<file path="src/rtl/vga_sync_decoder_if.sv">
// ---------------------------------------------------------------------------
// vga_sync_decoder_if
//
// Purpose : Bundles the sync inputs and the recovered-timing outputs of
//           vga_sync_decoder so that source and decoder connect through a
//           single port.
//
// Signals :
//   hSync        source -> decoder   horizontal sync, active-low pulse
//   vSync        source -> decoder   vertical sync, active-low pulse
//   x[9:0]       decoder -> sink     recovered pixel column
//   y[9:0]       decoder -> sink     recovered line
//   valid        decoder -> sink     locked and inside the active area
//   locked       decoder -> sink     decoder is in the LOCKED state
//   frame_start  decoder -> sink     one-cycle pulse per accepted frame
//   sync_err     decoder -> sink     one-cycle pulse per timing violation
//   err_count    decoder -> sink     saturating count of sync_err pulses
//
// Modports : master = video source / sink side, slave = the decoder.
// ---------------------------------------------------------------------------
interface vga_sync_decoder_if;
  logic       hSync;
  logic       vSync;
  logic [9:0] x;
  logic [9:0] y;
  logic       valid;
  logic       locked;
  logic       frame_start;
  logic       sync_err;
  logic [7:0] err_count;

  modport master (
    output hSync,
    output vSync,
    input  x,
    input  y,
    input  valid,
    input  locked,
    input  frame_start,
    input  sync_err,
    input  err_count
  );

  modport slave (
    input  hSync,
    input  vSync,
    output x,
    output y,
    output valid,
    output locked,
    output frame_start,
    output sync_err,
    output err_count
  );
endinterface

</file>
<file path="src/rtl/vga_sync_decoder.sv">
// ---------------------------------------------------------------------------
// vga_sync_decoder
//
// Purpose : Recovers the pixel position (x, y) of a VGA-style stream from its
//           hSync/vSync pulses, checks the incoming timing against the
//           configured mode and reports lock status and timing errors.
//
// Ports   :
//   pix_clk   in   pixel clock, all logic on the rising edge
//   reset     in   asynchronous active-low reset
//   sync_bus  slave modport of vga_sync_decoder_if
//             (hSync/vSync in; x, y, valid, locked, frame_start, sync_err,
//              err_count out; all outputs registered)
//
// Build option:
//   VGA_SYNC_DECODER_SYNC_EN  when defined, hSync/vSync pass through a
//             2-flop synchroniser before edge detection (for sources not
//             synchronous to pix_clk); adds 2 cycles of latency, the timing
//             checks are unaffected because both syncs are delayed equally.
// ---------------------------------------------------------------------------
module vga_sync_decoder #(
  parameter int H_AV        = 640,
  parameter int H_FP        = 16,
  parameter int H_SP        = 96,
  parameter int H_BP        = 48,
  parameter int V_AV        = 480,
  parameter int V_FP        = 11,
  parameter int V_SP        = 2,
  parameter int V_BP        = 32,
  parameter int LOCK_FRAMES = 2
) (
  input  logic               pix_clk,
  input  logic               reset,
  vga_sync_decoder_if.slave  sync_bus
);

  localparam int H_END    = H_AV + H_FP + H_SP + H_BP;
  localparam int V_END    = V_AV + V_FP + V_SP + V_BP;
  localparam int WD_LIMIT = 2 * H_END;
  localparam int WD_W     = $clog2(WD_LIMIT + 2);
  localparam int GF_W     = $clog2(LOCK_FRAMES + 1);

  // Counter values at which the sync edges are expected. Each edge is
  // detected while the counter still holds the value *before* the position
  // the source is presenting, hence the "-1" terms.
  localparam logic [9:0] X_AV      = 10'(H_AV);
  localparam logic [9:0] Y_AV      = 10'(V_AV);
  localparam logic [9:0] X_LAST    = 10'(H_END - 1);
  localparam logic [9:0] Y_LAST    = 10'(V_END - 1);
  localparam logic [9:0] X_HS_FALL = 10'(H_AV + H_FP - 1);
  localparam logic [9:0] X_HS_LOAD = 10'(H_AV + H_FP);
  localparam logic [9:0] X_HS_RISE = 10'(H_AV + H_FP + H_SP - 1);
  localparam logic [9:0] Y_VS_FALL = 10'(V_AV + V_FP - 1);
  localparam logic [9:0] Y_VS_LOAD = 10'(V_AV + V_FP);
  localparam logic [9:0] Y_VS_RISE = 10'(V_AV + V_FP + V_SP - 1);

  localparam logic [WD_W-1:0] WD_LIMIT_V = WD_W'(WD_LIMIT);
  localparam logic [WD_W-1:0] WD_SAT_V   = WD_W'(WD_LIMIT + 1);

  typedef enum logic [1:0] {
    ST_UNLOCKED = 2'd0,
    ST_ACQUIRE  = 2'd1,
    ST_LOCKED   = 2'd2
  } state_t;

  // -------------------------------------------------------------------------
  // Sync input conditioning and edge detection (channel 0 = h, 1 = v)
  // -------------------------------------------------------------------------
  logic [1:0] sync_raw;
  logic [1:0] sync_fall;
  logic [1:0] sync_rise;

  assign sync_raw = {sync_bus.vSync, sync_bus.hSync};

  genvar gi;
  generate
    for (gi = 0; gi < 2; gi++) begin : g_chan
      logic sync_cur;
      logic sync_q_reg;

`ifdef VGA_SYNC_DECODER_SYNC_EN
      logic [1:0] meta_reg;

      // Stages reset to the idle (high) level so reset release never
      // manufactures a falling edge.
      always_ff @(posedge pix_clk or negedge reset) begin
        if (!reset) begin
          meta_reg <= 2'b11;
        end else begin
          meta_reg <= {meta_reg[0], sync_raw[gi]};
        end
      end

      assign sync_cur = meta_reg[1];
`else
      assign sync_cur = sync_raw[gi];
`endif

      always_ff @(posedge pix_clk or negedge reset) begin
        if (!reset) begin
          sync_q_reg <= 1'b1;
        end else begin
          sync_q_reg <= sync_cur;
        end
      end

      // Edges compare the current level against last cycle's level.
      assign sync_fall[gi] =  sync_q_reg & ~sync_cur;
      assign sync_rise[gi] = ~sync_q_reg &  sync_cur;
    end
  endgenerate

  logic hs_fall, hs_rise, vs_fall, vs_rise;
  assign hs_fall = sync_fall[0];
  assign hs_rise = sync_rise[0];
  assign vs_fall = sync_fall[1];
  assign vs_rise = sync_rise[1];

  // -------------------------------------------------------------------------
  // Registers
  // -------------------------------------------------------------------------
  state_t            state_reg, state_next;
  logic [9:0]        x_reg, x_next;
  logic [9:0]        y_reg, y_next;
  logic              valid_reg, valid_next;
  logic              locked_reg, locked_next;
  logic              frame_start_reg, frame_start_next;
  logic              sync_err_reg, sync_err_next;
  logic [7:0]        err_count_reg, err_count_next;
  logic [WD_W-1:0]   wd_reg, wd_next;
  logic [GF_W-1:0]   gf_reg, gf_next;

  // Decode signals produced by the output process
  logic in_track;
  logic chk_fail;
  logic wd_expire;
  logic err_det;
  logic frames_done;

  // -------------------------------------------------------------------------
  // FSM process 1: state register
  // -------------------------------------------------------------------------
  always_ff @(posedge pix_clk or negedge reset) begin
    if (!reset) begin
      state_reg <= ST_UNLOCKED;
    end else begin
      state_reg <= state_next;
    end
  end

  // -------------------------------------------------------------------------
  // FSM process 2: next-state logic
  // -------------------------------------------------------------------------
  always_comb begin
    state_next = state_reg;
    case (state_reg)
      ST_UNLOCKED: begin
        if (vs_fall) state_next = ST_ACQUIRE;
      end
      ST_ACQUIRE: begin
        if (err_det)                     state_next = ST_UNLOCKED;
        else if (vs_fall && frames_done) state_next = ST_LOCKED;
      end
      ST_LOCKED: begin
        if (err_det) state_next = ST_UNLOCKED;
      end
      default: state_next = ST_UNLOCKED;
    endcase
  end

  // -------------------------------------------------------------------------
  // FSM process 3: output / decode logic
  // -------------------------------------------------------------------------
  always_comb begin
    in_track    = (state_reg == ST_ACQUIRE) || (state_reg == ST_LOCKED);
    chk_fail    = (hs_fall && (x_reg != X_HS_FALL)) ||
                  (hs_rise && (x_reg != X_HS_RISE)) ||
                  (vs_fall && ((x_reg != X_LAST) || (y_reg != Y_VS_FALL))) ||
                  (vs_rise && (y_reg != Y_VS_RISE));
    // Fires only on the single cycle the count first exceeds the limit;
    // the counter then parks one above so the timeout reports once.
    wd_expire   = (wd_reg == WD_LIMIT_V) && !hs_fall;
    err_det     = in_track && (chk_fail || wd_expire);
    // This vSync fall completes the last frame needed for lock.
    frames_done = (int'(gf_reg) + 1) >= LOCK_FRAMES;
    // locked follows the state with one register stage, so it drops the
    // cycle after the sync_err pulse.
    locked_next = (state_reg == ST_LOCKED);
  end

  // -------------------------------------------------------------------------
  // Datapath next-value logic
  // -------------------------------------------------------------------------
  always_comb begin
    x_next           = x_reg;
    y_next           = y_reg;
    wd_next          = wd_reg;
    gf_next          = gf_reg;
    err_count_next   = err_count_reg;
    sync_err_next    = err_det;
    frame_start_next = in_track && vs_fall && !err_det;

    // Position counters: vSync load beats hSync load beats free-running wrap.
    if (vs_fall) begin
      x_next = '0;
      y_next = Y_VS_LOAD;
    end else if (hs_fall) begin
      x_next = X_HS_LOAD;
    end else if (x_reg == X_LAST) begin
      x_next = '0;
      y_next = (y_reg == Y_LAST) ? 10'd0 : y_reg + 10'd1;
    end else begin
      x_next = x_reg + 10'd1;
    end

    // Cycles since the last hSync fall, parked at WD_SAT_V.
    if (hs_fall) begin
      wd_next = '0;
    end else if (wd_reg != WD_SAT_V) begin
      wd_next = wd_reg + 1'b1;
    end

    // Good-frame counter used only while acquiring.
    case (state_reg)
      ST_UNLOCKED: if (vs_fall)             gf_next = '0;
      ST_ACQUIRE:  if (vs_fall && !err_det) gf_next = gf_reg + 1'b1;
      default:                              gf_next = gf_reg;
    endcase

    if (err_det && (err_count_reg != 8'hFF)) begin
      err_count_next = err_count_reg + 8'd1;
    end

    // valid is built from the next-cycle position so it lines up with the
    // registered x/y it describes.
    valid_next = locked_next && (x_next < X_AV) && (y_next < Y_AV);
  end

  // -------------------------------------------------------------------------
  // Datapath and output registers
  // -------------------------------------------------------------------------
  always_ff @(posedge pix_clk or negedge reset) begin
    if (!reset) begin
      x_reg           <= '0;
      y_reg           <= '0;
      valid_reg       <= 1'b0;
      locked_reg      <= 1'b0;
      frame_start_reg <= 1'b0;
      sync_err_reg    <= 1'b0;
      err_count_reg   <= '0;
      wd_reg          <= '0;
      gf_reg          <= '0;
    end else begin
      x_reg           <= x_next;
      y_reg           <= y_next;
      valid_reg       <= valid_next;
      locked_reg      <= locked_next;
      frame_start_reg <= frame_start_next;
      sync_err_reg    <= sync_err_next;
      err_count_reg   <= err_count_next;
      wd_reg          <= wd_next;
      gf_reg          <= gf_next;
    end
  end

  assign sync_bus.x           = x_reg;
  assign sync_bus.y           = y_reg;
  assign sync_bus.valid       = valid_reg;
  assign sync_bus.locked      = locked_reg;
  assign sync_bus.frame_start = frame_start_reg;
  assign sync_bus.sync_err    = sync_err_reg;
  assign sync_bus.err_count   = err_count_reg;

endmodule

</file>
<file path="src/flat_wrapper.sv">
// flat-port wrapper written by rule: the top's interface ports become plain ports
module vga_sync_decoder_flat 
#(
  parameter int H_AV        = 640,
  parameter int H_FP        = 16,
  parameter int H_SP        = 96,
  parameter int H_BP        = 48,
  parameter int V_AV        = 480,
  parameter int V_FP        = 11,
  parameter int V_SP        = 2,
  parameter int V_BP        = 32,
  parameter int LOCK_FRAMES = 2
)
  (pix_clk, reset, sync_bus_hSync, sync_bus_vSync, sync_bus_x, sync_bus_y, sync_bus_valid, sync_bus_locked, sync_bus_frame_start, sync_bus_sync_err, sync_bus_err_count);
  vga_sync_decoder_if sync_bus_i ();
  input  logic pix_clk;
  input  logic reset;
  input wire logic [$bits(sync_bus_i.hSync)-1:0] sync_bus_hSync;
  input wire logic [$bits(sync_bus_i.vSync)-1:0] sync_bus_vSync;
  output wire logic [$bits(sync_bus_i.x)-1:0] sync_bus_x;
  output wire logic [$bits(sync_bus_i.y)-1:0] sync_bus_y;
  output wire logic [$bits(sync_bus_i.valid)-1:0] sync_bus_valid;
  output wire logic [$bits(sync_bus_i.locked)-1:0] sync_bus_locked;
  output wire logic [$bits(sync_bus_i.frame_start)-1:0] sync_bus_frame_start;
  output wire logic [$bits(sync_bus_i.sync_err)-1:0] sync_bus_sync_err;
  output wire logic [$bits(sync_bus_i.err_count)-1:0] sync_bus_err_count;
  assign sync_bus_i.hSync = sync_bus_hSync;
  assign sync_bus_i.vSync = sync_bus_vSync;
  assign sync_bus_x = sync_bus_i.x;
  assign sync_bus_y = sync_bus_i.y;
  assign sync_bus_valid = sync_bus_i.valid;
  assign sync_bus_locked = sync_bus_i.locked;
  assign sync_bus_frame_start = sync_bus_i.frame_start;
  assign sync_bus_sync_err = sync_bus_i.sync_err;
  assign sync_bus_err_count = sync_bus_i.err_count;
  vga_sync_decoder #(.H_AV(H_AV), .H_FP(H_FP), .H_SP(H_SP), .H_BP(H_BP), .V_AV(V_AV), .V_FP(V_FP), .V_SP(V_SP), .V_BP(V_BP), .LOCK_FRAMES(LOCK_FRAMES)) u_core (.pix_clk(pix_clk), .reset(reset), .sync_bus(sync_bus_i));
endmodule
</file>
<file path="config.mk">
export PLATFORM = sky130hd
export DESIGN_NAME = vga_sync_decoder_flat
export DESIGN_NICKNAME = d
export VERILOG_FILES = /design/src/rtl/vga_sync_decoder_if.sv /design/src/rtl/vga_sync_decoder.sv /design/src/flat_wrapper.sv
export SDC_FILE = /design/constraint.sdc
export NUM_CORES = 1
export LEC_CHECK = 0
export BUFFER_PORTS_ARGS = -buffer_cell sky130_fd_sc_hd__buf_2
export CORE_UTILIZATION = 30
export CTS_BUF_LIST = sky130_fd_sc_hd__clkbuf_16
export CTS_CLUSTER_DIAMETER = 30
export DETAILED_ROUTE_END_ITERATION = 16
export GPL_ROUTABILITY_DRIVEN = 0
export GPL_TIMING_DRIVEN = 0
export PLACE_DENSITY_LB_ADDON = 0.08
export SYNTH_ARGS = -nofsm -noshare
export SYNTH_HDL_FRONTEND = slang
export SYNTH_SLANG_ARGS = --single-unit
export TNS_END_PERCENT = 20
</file>
<file path="constraint.sdc">
create_clock -name pix_clk -period 6.4 [get_ports pix_clk]
set_input_delay 0.32 -clock pix_clk [delete_from_list [all_inputs] [get_ports pix_clk]]
set_output_delay 0.32 -clock pix_clk [all_outputs]
set_load 0.02 [all_outputs]
</file>
==> impl_results.md, run 1 <==
- Row cnt: 34
- Number of global-route vias before repair: 2151
- CORE AREA: a little under 0.009 mm²
- Fillcell total: 925
- Max FFs per register: 11
- Avg WL per Cell: 14.88 µm
- Via Count: 2291
- Top fanout value on the critical path: 10
- Hold Crit Class: in -> reg
- Post-synth ARST share: 100.0%
- Critical Path End Type: register
- Switch share: 36.59%
- Dpl hpwl: approximately 4.7 mm
- Max incr delay on CP: 0.42 ns
- Slew Limit Fails: 0
- Die Wd: slightly below 100 µm
- Worst vdd ir: 0.0001658 V
- Worst-Skew Late Latency: 0.29 ns
- Final hold viol count: 0
- P_sw: 0.3724 mW
- Max cap viols: 0
- Syn Nets: 310
- Diode count: 0
- Overall routing resource usage: between 10% and 20%
- CP arrival: roughly 3.0 ns
- Min cycle time layout: 2.785 ns
- Synth Cell Area: 0.002796 mm²
- CTS Buffer Depth: 2
- Netlist cell types: 56
- Cells after Synth: 294
- Final nets: approximately 350
- TritonCTS clock tree: yes
- First-pass GRT wire length: about 11 mm
- Final Util: 36.49%
- Chip height: 98.55 µm
- CTS buffer count: 5
- Register area share after synthesis: 43.94%
- Sequential cell area: 0.001229 mm²
- Layout area overhead: 16.02%
- Worst-margin pin slew: 1.115 ns
- Int Pwr: 0.6455 mW
- Part of the power in registers: 41.3%
- Clk pwr share: 25.6%
- Grt total ovfl: 0
- EDFF count, synth: 0
- DRC viols: 0
- Pwr dens: 313.7 mW/mm²
- Seq cells post-synth: between 40 and 50
- Worst setup SP type: register
- Multi-input gate area: about 0.0015 mm²
- Clock root buffer: clkbuf_16
- Clk sinks: 49
- RSZ-0062 raised after global routing: no
- Gate power share: 33.1%
- Worst hold slack: 0.1608 ns
- Detailed Route Iter0 Violations: 63
- Boundary pin count: 36
- Worst clock skew: a little over 0.005 ns
- Reg clk slew, reported paths: 0.07 ns
- Antenna violations before repair: 0
- Worst Path Required: 6.58 ns
- Antenna Nets Post-Route: 0
- Share of layout cells above drive strength 1: 18.40%
- Port bufs: 35
- Largest net degree at the start of global routing: 50
- Crit path kind: reg -> reg
- Hold Buf Count CTS: 0
- Die ar.: 0.009711 mm²
- Initial Util: 31.45%
- Crit-path slowest cell: or3_1
- Resized Gates After CTS: 0
- Main synth FF type: dfrtp_1
- Setup TNS: 0 ns
- Setup violators final: 0
- Max_slew headroom: 25.67%
- CTS H-Tree Depth: 2
- Leakage: 1.437 nW
- Vias per cell: between 5 and 6
- Wirelength, routed: around 6.6 mm
- Fmax: 0.3590 GHz
- Mean Syn Cell Area: roughly 9.5 µm²
- Fin crit share: 43.52%
- Status: completed
- Post-CTS setup buffers: 0
- Worst-path cell chain: clkbuf_1, nand4_1, or3_1, buf_2, o31a_1, nor3_2, buf_6, nand3b_1, mux2_2
- Yosys synthesis warning count: 0
- Drt first pass iters: 6
## critical path, delay by kind of cell (launching register included)
kind / cells / cell delay [ns]
compound gates: 1 / 0.31
buf+inv: 3 / 0.66
flops: 1 / 0.35
mux: 1 / 0.33
simple gates: 4 / 1.03
## final timing paths
| kind | slack, ns | to | startpoint | depth (start not counted) |
|---|---|---|---|---|
| setup / recovery | 3.61 | u_core.sync_bus.err_count[2] | u_core.sync_bus.x[4] | 9 |
| hold / removal | 0.16 | u_core.g_chan[1].sync_q_reg | sync_bus_vSync | 1 |
| setup reg to reg | 3.61 | u_core.sync_bus.err_count[2] | u_core.sync_bus.x[4] | 9 |
| hold reg to reg | 0.49 | u_core.sync_bus.err_count[5] | u_core.sync_bus.err_count[5] | 1 |
| max in group asynchronous | 5.47 | u_core.wd_reg[0] | reset | 1 |
| min in group asynchronous | 0.25 | u_core.sync_bus.x[3] | reset | 1 |
## Yosys cell counts (2+ instances only)
cell	count	area share (%)
xor2_1	13	4.1
nor3_2	2	0.72
xnor2_1	4	1.3
nand3b_1	3	0.81
mux2_4	2	1.1
a211oi_1	2	0.54
and3_2	3	0.81
nand3_1	15	2.7
a311oi_1	2	0.63
and3_1	5	1.1
and2_1	2	0.45
dfrtp_1	47	42
nor3_1	9	1.6
o21ai_0	10	1.8
nand4_1	9	2.0
nand2b_1	4	0.89
mux2i_1	4	1.4
dfstp_2	2	1.9
o31a_1	2	0.63
a21oi_1	13	2.3
nor4_1	5	1.1
a31o_2	2	0.63
o21bai_1	2	0.54
o211ai_1	2	0.54
buf_6	2	0.81
mux2_2	3	1.2
a21o_1	2	0.54
clkbuf_1	9	1.2
inv_1	10	1.3
nand2_1	30	4.0
nor3b_1	2	0.54
ha_1	12	5.4
nand4b_1	4	1.3
nor2_1	27	3.6
or3_1	6	1.3
and4_1	2	0.63
nor2b_1	2	0.45
## through the flow
step                      setup WS, ns  cell area (µm²)  power (mW)  std cells
final                            3.615             3244       1.018        445
after floorplan                  3.761             2796      0.6658        294
after global routing             3.377             3244       1.093        445
after CTS                        3.571             3244       1.032        445
after global placement           3.608             3107      0.7660        437
after detailed placement         3.603             3107      0.7676        437
## per-layer routing
layer | share of wire, % | track usage (%)
met5 | 0 | 0
met4 | 1.2 | 4.133
met3 | 4.0 | 3.191
met2 | 45 | 22.54
met1 | 49 | 19.67
## power by group through the flow
| stage | clock network, mW | logic (mW) | registers, mW |
|---|---|---|---|
| 2_1_floorplan | 0 | 0.209 | 0.457 |
| 3_3_place_gp | 0 | 0.341 | 0.425 |
| 3_5_place_dp | 0 | 0.343 | 0.424 |
| 4_1_cts | 0.268 | 0.344 | 0.420 |
| 5_1_grt | 0.283 | 0.380 | 0.430 |
| 6_report | 0.261 | 0.337 | 0.420 |
## cells in the final DEF (no fill, tap or decap), drive strengths merged, types with 2 or more instances in the layout
cell,instances
dfrtp,47
buf,39
nand2,30
nor2,27
nand3,15
clkbuf,14
xor2,13
a21oi,13
ha,12
nor3,11
inv,10
o21ai,10
nand4,9
and3,8
or3,6
nor4,5
mux2,5
nand2b,4
xnor2,4
nand4b,4
mux2i,4
clkinv,4
nand3b,3
nor2b,2
and4,2
a211oi,2
a311oi,2
nor3b,2
a31o,2
o31a,2
a21o,2
o21bai,2
and2,2
o211ai,2
dfstp,2
## cell families (layout without fill, tap and decap cells)
family          Yosys count  in the layout  synth area share, %
simple gates            135            135                26.04
flops                    49             49                43.94
compound gates           48             48                11.81
buf+inv                  24             67                3.803
xor+xnor                 17             17                5.324
fa+ha+maj                12             12                5.369
mux                       9              9                3.714
## layout make-up
type                       instances  share of cell area [%]
tap                              108                   4.165
inverter                          11                   1.273
timing repair buffer              35                   5.399
clock inverter                     3                  0.3857
sequential                        49                   37.87
multi-input combinational        221                   45.04
clock buffer                       5                   3.857
buffer                            13                   2.005
Note: power is estimated with default switching activity, not from simulation.
==> run 2: changes to the inputs <==
--- a/config.mk
+++ b/config.mk
@@ -5,6 +5,7 @@
 export SDC_FILE = /design/constraint.sdc
 export NUM_CORES = 1
 export LEC_CHECK = 0
+export ABC_AREA = 1
 export BUFFER_PORTS_ARGS = -buffer_cell sky130_fd_sc_hd__buf_2
 export CORE_UTILIZATION = 30
 export CTS_BUF_LIST = sky130_fd_sc_hd__clkbuf_16
==> constraint.sdc (replaced) <==
create_clock -name pix_clk -period 2.6 [get_ports pix_clk]
set_input_delay 0.13 -clock pix_clk [delete_from_list [all_inputs] [get_ports pix_clk]]
set_output_delay 0.13 -clock pix_clk [all_outputs]
set_load 0.02 [all_outputs]
==> impl_results.md, run 2 <==
- Critical Path End Type: register
- Max_slew headroom: 24.19% (-1.5 points)
- Final nets: 440 (+25%)
- Antenna violations before repair: 0 (unchanged)
- Die Wd: 99.62 µm (+1.1%)
- RSZ-0062 raised after global routing: no
- Hold Crit Class: in -> async
- Status: completed
- Diode count: 0 (unchanged)
- Mean Syn Cell Area: 7.524 µm² (-21%)
- Synth Cell Area: 0.002859 mm² (+2.2%)
- Worst reg2reg path depth: 12 (+3)
- Main synth FF type: dfrtp_1
- Leakage: 1.706 nW (+19%)
- Wirelength, routed: 6.650 mm (+0.44%)
- Yosys top cell area share: 41.14% (-0.92 points)
- Min cycle time layout: roughly 2 ns
- Worst clock skew: 0.003939 ns (-0.001095 ns)
- Worst-Skew Late Latency: 0.29 ns (about the same)
- Share of layout cells above drive strength 1: 13.41% (-5.0 points)
- Most frequent cells in the layout: nand2_1, inv_1, nor2_1
- Syn Nets: 396 (+28%)
- Worst reg2reg setup slack: 0.62 ns (-2.99 ns)
- Reg clk slew, reported paths: 0.07 ns (about the same)
- TritonCTS clock tree: yes
- Top post-synthesis cells by count: nand2_1, inv_1, nor2_1
- CTS Buffer Depth: 2 (unchanged)
- Placed cells: 544 (+24%)
- Final Instance Area: 0.003387 mm² (+4.4%)
- Boundary pin count: 36 (unchanged)
- Non-Filler Instances: 554 (+24%)
- Worst-margin pin slew: 1.137 ns (+0.02227 ns)
- Seq cells post-synth: 49 (unchanged)
- Layout area overhead: 18.47%
- CTS H-Tree Depth: 2 (unchanged)
- Pwr dens: 721.8 mW/mm² (+130%)
- Top fanout value on the critical path: 9 (-1)
- CORE AREA: 0.009240 mm² (+3.9%)
- Drt first pass iters: 4 (-2)
- Vias per cell: 4.500 (-13%)
- First-pass GRT wire length: 11.38 mm (+3.5%)
- Avg WL per Cell: 12.00 µm (-19%)
- R2r endpoint: u_core.gf_reg[1]
- Dpl hpwl: 4.967 mm (+5.9%)
- Slew Limit Fails: 0 (unchanged)
- Netlist cell types: 31 (-45%)
- Top cell type by total area after synthesis: dfrtp_1
- Most common cell after layout, fill and taps aside: nand2_1
- Antenna Nets Post-Route: 0 (unchanged)
- Largest cells by area after synthesis: dfrtp_1, nand2_1, inv_1
- Crit path kind: in -> reg
- Cells after Synth: 380 (+29%)
- Yosys synthesis warning count: 0 (unchanged)
- Initial Util: 30.94% (-0.51 points)
- Register area share after synthesis: 42.98% (-0.96 points)
- Worst Path Required: 2.78 ns (-3.80 ns)
- Largest net degree at the start of global routing: 50 (unchanged)
- Die ar.: 0.009924 mm² (+2.2%)
- Worst vdd ir: 0.0002645 V (+60%)
- Overall routing resource usage: 14.52% (+0.23 points)
- Via Count: 2493 (+8.8%)
- Port bufs: 35 (unchanged)
- DP Area: 0.003196 mm² (+2.9%)
- Detailed Route Iter0 Violations: 117 (+86%)
- Setup violators final: 0 (unchanged)
- EDFF count, synth: 0 (unchanged)
- Worst Setup SP: sync_bus_vSync
- Number of global-route vias before repair: 2386 (+11%)
- CTS buffer count: 5 (unchanged)
- Clk sinks: 49 (unchanged)
- Grt total ovfl: 0 (unchanged)
- Final hold viol count: 0 (unchanged)
- Max cap viols: 0 (unchanged)
- Clock root buffer: clkbuf_16
- Setup TNS: 0 ns (unchanged)
- Most common cell in the netlist: nand2_1
- Fmax: 0.4894 GHz
- Fin crit share: 78.58%
- DRC viols: 0 (unchanged)
- CP arrival: 2.22 ns (-0.74 ns)
- Worst setup SP type: input pin
- Post-synth ARST share: 100.0% (unchanged)
- Row cnt: 35 (+2.9%)
- Reg2Reg Launch Point: u_core.sync_bus.x[0]
- Resized Gates After CTS: 0 (unchanged)
- Max FFs per register: 11 (unchanged)
- Chip height: 99.62 µm (+1.1%)
## run 2: changes by cell type after synthesis, moves of 5 or more
cell,previous run,this run
and3_1,5,0
clkbuf_1,9,2
inv_1,10,59
nand2_1,30,89
nand3_1,15,38
nor2_1,27,50
o21ai_0,10,17
or3_1,6,1
xor2_1,13,7
## run 2: logic make-up after synthesis
kind of cell             Yosys count  synth area share (%)
AND/OR/NAND/NOR                  212                 33.92
XOR/XNOR                          11                 3.370
buffers and inverters             63                 8.271
AO/OA/AOI/OAI                     33                 6.215
flip-flops                        49                 42.98
adder cells (fa/ha/maj)           12                 5.252
## run 2: routing by layer
metal | global-route usage (%) | up-vias | part of all wire (%)
met4 | 5.543 | 0 | 2.0
met1 | 20.29 | 1145 | 51
li1 | - | 1304 | -
met3 | 2.600 | 12 | 2.5
met2 | 22.33 | 32 | 45
met5 | 0 | - | 0
## run 2: report_power, final
part | total (mW) | switching, mW | internal, mW | leakage, nW
clock network | 0.757 | 0.301 | 0.456 | 0.0800
registers | 1.00 | 0.118 | 0.883 | 0.616
logic | 0.687 | 0.442 | 0.245 | 1.01
## run 2: critical path, stage by stage
cell	delay (ns)
dlygate4sd3_1	0.53
buf_2	0.11
inv_1	0.04
nand2_1	0.11
clkinv_1	0.30
nor2_1	0.30
inv_1	0.12
o21ai_0	0.22
nand3_1	0.17
nand4_1	0.12
nor2_1	0.06
## run 2: worst max-delay path by stage
stage | to | slack, ns | cells past startpoint
after floorplan | u_core.sync_bus.err_count[3] | 0.77 | 12
after global placement | u_core.sync_bus.y[4] | 0.58 | 9
after detailed placement | u_core.gf_reg[0] | 0.62 | 12
after CTS | u_core.sync_bus.valid | 0.56 | 11
after global routing | u_core.sync_bus.valid | 0.35 | 11
final | u_core.sync_bus.valid | 0.56 | 11
## run 2: cell type report
| type | instances | area, µm² |
|---|---|---|
| sequential | 49 | 1229 |
| tap | 129 | 161.4 |
| buffer | 2 | 7.507 |
| inverter | 61 | 229.0 |
| fill | 983 | 5853 |
| multi-input combinational | 268 | 1394 |
| timing repair buffer | 37 | 195.2 |
| clock buffer | 5 | 125.1 |
| clock inverter | 3 | 46.29 |
## run 2: repair_timing
| item | CTS | global route |
|---|---|---|
| setup buffers | 0 | 0 |
| hold buffers | 2 | 0 |
| endpoints found under the hold margin | 2 | 0 |
## run 2: stage by stage
step | util [%] | hold WS [ns] | setup slack (ns) | power [mW]
3_5_place_dp | 34.58 | 0.2485 | 0.6173 | 1.705
4_1_cts | 36.66 | 0.1198 | 0.5581 | 2.486
2_1_floorplan | - | -0.1656 | 0.7694 | 1.501
5_1_grt | 36.66 | 0.1844 | 0.3492 | 2.630
3_3_place_gp | 34.58 | 0.2469 | 0.5847 | 1.704
6_report | 36.66 | 0.06164 | 0.5569 | 2.445
==> run 3: changes to the inputs <==
==> constraint.sdc (replaced) <==
create_clock -name pix_clk -period 1.6 [get_ports pix_clk]
set_input_delay 0.08 -clock pix_clk [delete_from_list [all_inputs] [get_ports pix_clk]]
set_output_delay 0.08 -clock pix_clk [all_outputs]
set_load 0.02 [all_outputs]
==> impl_results.md, run 3 (same netlist as run 2, synthesis figures left out) <==
- Detailed Route Iter0 Violations: 94 (-20%)
- Violations in the final reports: negative setup slack
- Dpl hpwl: 4.950 mm (-0.33%)
- Port bufs: 35 (unchanged)
- Worst hold slack: 0.01566 ns (-0.04598 ns)
- Hold Crit Class: in -> async
- Worst vdd ir: 0.0007200 V (+170%)
- RSZ-0062 raised after global routing: yes
- Max cap viols: 0 (unchanged)
- Final worst slack: -0.1745 ns (-0.7313 ns)
- Avg WL per Cell: 12.43 µm (+3.6%)
- Reg clk slew, reported paths: 0.07 ns (about the same)
- Antenna Nets Post-Route: 0 (unchanged)
- TritonCTS clock tree: yes
- Slew Limit Fails: 0 (unchanged)
- Via Count: 2565 (+2.9%)
- Most frequent cells in the layout: nand2_1, inv_1, dfrtp_1
- Setup TNS: -1.975 ns (-1.975 ns)
- Clk sinks: 49 (unchanged)
- Leakage: 1.762 nW (+3.3%)
- Grt total ovfl: 0 (unchanged)
- CTS buffer count: 5 (unchanged)
- Row cnt: 35 (unchanged)
- Fillcell total: 975 (-0.81%)
- Critical Path End Type: register
- Most common cell after layout, fill and taps aside: nand2_1
- CTS H-Tree Depth: 2 (unchanged)
- Diode count: 0 (unchanged)
- Status: finished with violations
- CTS Buffer Depth: 2 (unchanged)
- Min cycle time layout: around 1.8 ns
- First-pass GRT wire length: 11.96 mm (+5.2%)
- Top fanout value on the critical path: 8 (-1)
- Max FFs per register: 11 (unchanged)
- Fmax: 0.5635 GHz
- Setup violators final: 19 (+19)
- Crit path kind: reg -> reg
- Max_slew headroom: 23.72% (-0.47 points)
- Fin crit share: 110.9%
- Die ar.: 0.009924 mm² (unchanged)
- DRC viols: 0 (unchanged)
- Clock root buffer: clkbuf_16
- Overall routing resource usage: 15.16% (+0.64 points)
- Worst setup SP type: register
- Multi-input gate area: 0.001592 mm² (+14%)
- Final nets: 449 (+2.0%)
- CP arrival: 1.95 ns (-0.27 ns)
- Wirelength, routed: 6.998 mm (+5.2%)
- Largest net degree at the start of global routing: 50 (unchanged)
- Worst Path Required: 1.78 ns (-1.00 ns)
- Worst reg2reg path depth: 12 (unchanged)
- Number of global-route vias before repair: 2495 (+4.6%)
- Worst-Skew Late Latency: 0.29 ns (about the same)
- Boundary pin count: 36 (unchanged)
- Vias per cell: 4.556 (+1.2%)
- Drt first pass iters: 4 (unchanged)
- Final hold viol count: 0 (unchanged)
- Initial Util: 30.94% (unchanged)
- Sequential cell area: 0.001235 mm² (+0.51%)
- CORE AREA: 0.009240 mm² (unchanged)
- Die Wd: 99.62 µm (unchanged)
- Pwr dens: 1132 mW/mm² (+57%)
- Chip height: 99.62 µm (unchanged)
- Layout area overhead: 27.92%
- Worst-margin pin slew: 1.144 ns (+0.006993 ns)
- Share of layout cells above drive strength 1: 24.19% (+11 points)
- Antenna violations before repair: 0 (unchanged)
- Worst clock skew: 0.008477 ns (+0.004538 ns)
## run 3: timing repair
item / in CTS / in global routing
buffers inserted: 6 / 3
hold endpoints to repair: 2 / 0
hold buffers: 2 / 0
pin swaps: 8 / 13
gates resized for setup: 17 / 34
setup endpoints to repair: 29 / 34
## run 3: layer usage
metal / share of wire, % / global-route usage [%] / wire [µm] / vias to the layer above
met2: 47 / 26.18 / 3295 / 34
met3: 2.9 / 2.460 / 200 / 4
met5: 0 / 0 / 0 / -
li1: - / - / - / 1322
met4: 0.77 / 3.620 / 54 / 0
met1: 49 / 19.84 / 3447 / 1205
## run 3: path summary, 6_finish.rpt
path	startpoint	endpoint	slack, ns
min in group pix_clk	sync_bus_hSync	u_core.sync_bus.y[6]	0.31
setup / recovery	u_core.sync_bus.x[1]	u_core.sync_bus.err_count[3]	-0.17
setup reg to reg	u_core.sync_bus.x[1]	u_core.sync_bus.err_count[3]	-0.17
hold / removal	reset	u_core.sync_bus.x[2]	0.02
hold reg to reg	u_core.gf_reg[1]	u_core.gf_reg[1]	0.49
max in group asynchronous	reset	u_core.sync_bus.y[0]	0.82
## run 3: where the power goes
part | internal [mW] | switching [mW]
sequential | 1.44 | 0.209
clock | 0.733 | 0.470
combinational | 0.492 | 0.798
total | 2.66 | 1.48
## run 3: layout make-up
cell class | instances | area share (%)
repair buffers | 46 | 7.184
clock buffers | 5 | 3.421
flip-flops and latches | 49 | 33.77
well taps | 129 | 4.413
multi-input cells | 268 | 43.52
clock inverters | 3 | 1.129
inverters | 61 | 6.363
plain buffers | 2 | 0.2053
## run 3: per-stage QoR
| stage | util [%] | instance area (µm²) | power, mW | worst slack [ns] | cells |
|---|---|---|---|---|---|
| floorplan | - | 2883 | 2.457 | -0.06829 | 380 |
| global placement | 34.84 | 3219 | 2.795 | -0.2821 | 544 |
| detailed placement | 34.84 | 3219 | 2.802 | -0.3058 | 544 |
| CTS | 38.06 | 3517 | 4.136 | -0.1909 | 560 |
| global route | 39.58 | 3657 | 4.443 | -0.2976 | 563 |
| finish | 39.58 | 3657 | 4.140 | -0.1745 | 563 |
## run 3: critical path, cell delays in order, from the launching register on
cell and delay, ns:
dfrtp_2 0.40, ha_4 0.16, nand3_4 0.10, nor2_4 0.16
inv_2 0.07, nor2_4 0.18, nand3_2 0.13, nand3_4 0.13
nand2_8 0.09, nand2_8 0.10, nor2_2 0.04, nand2_1 0.05
nand2_1 0.04
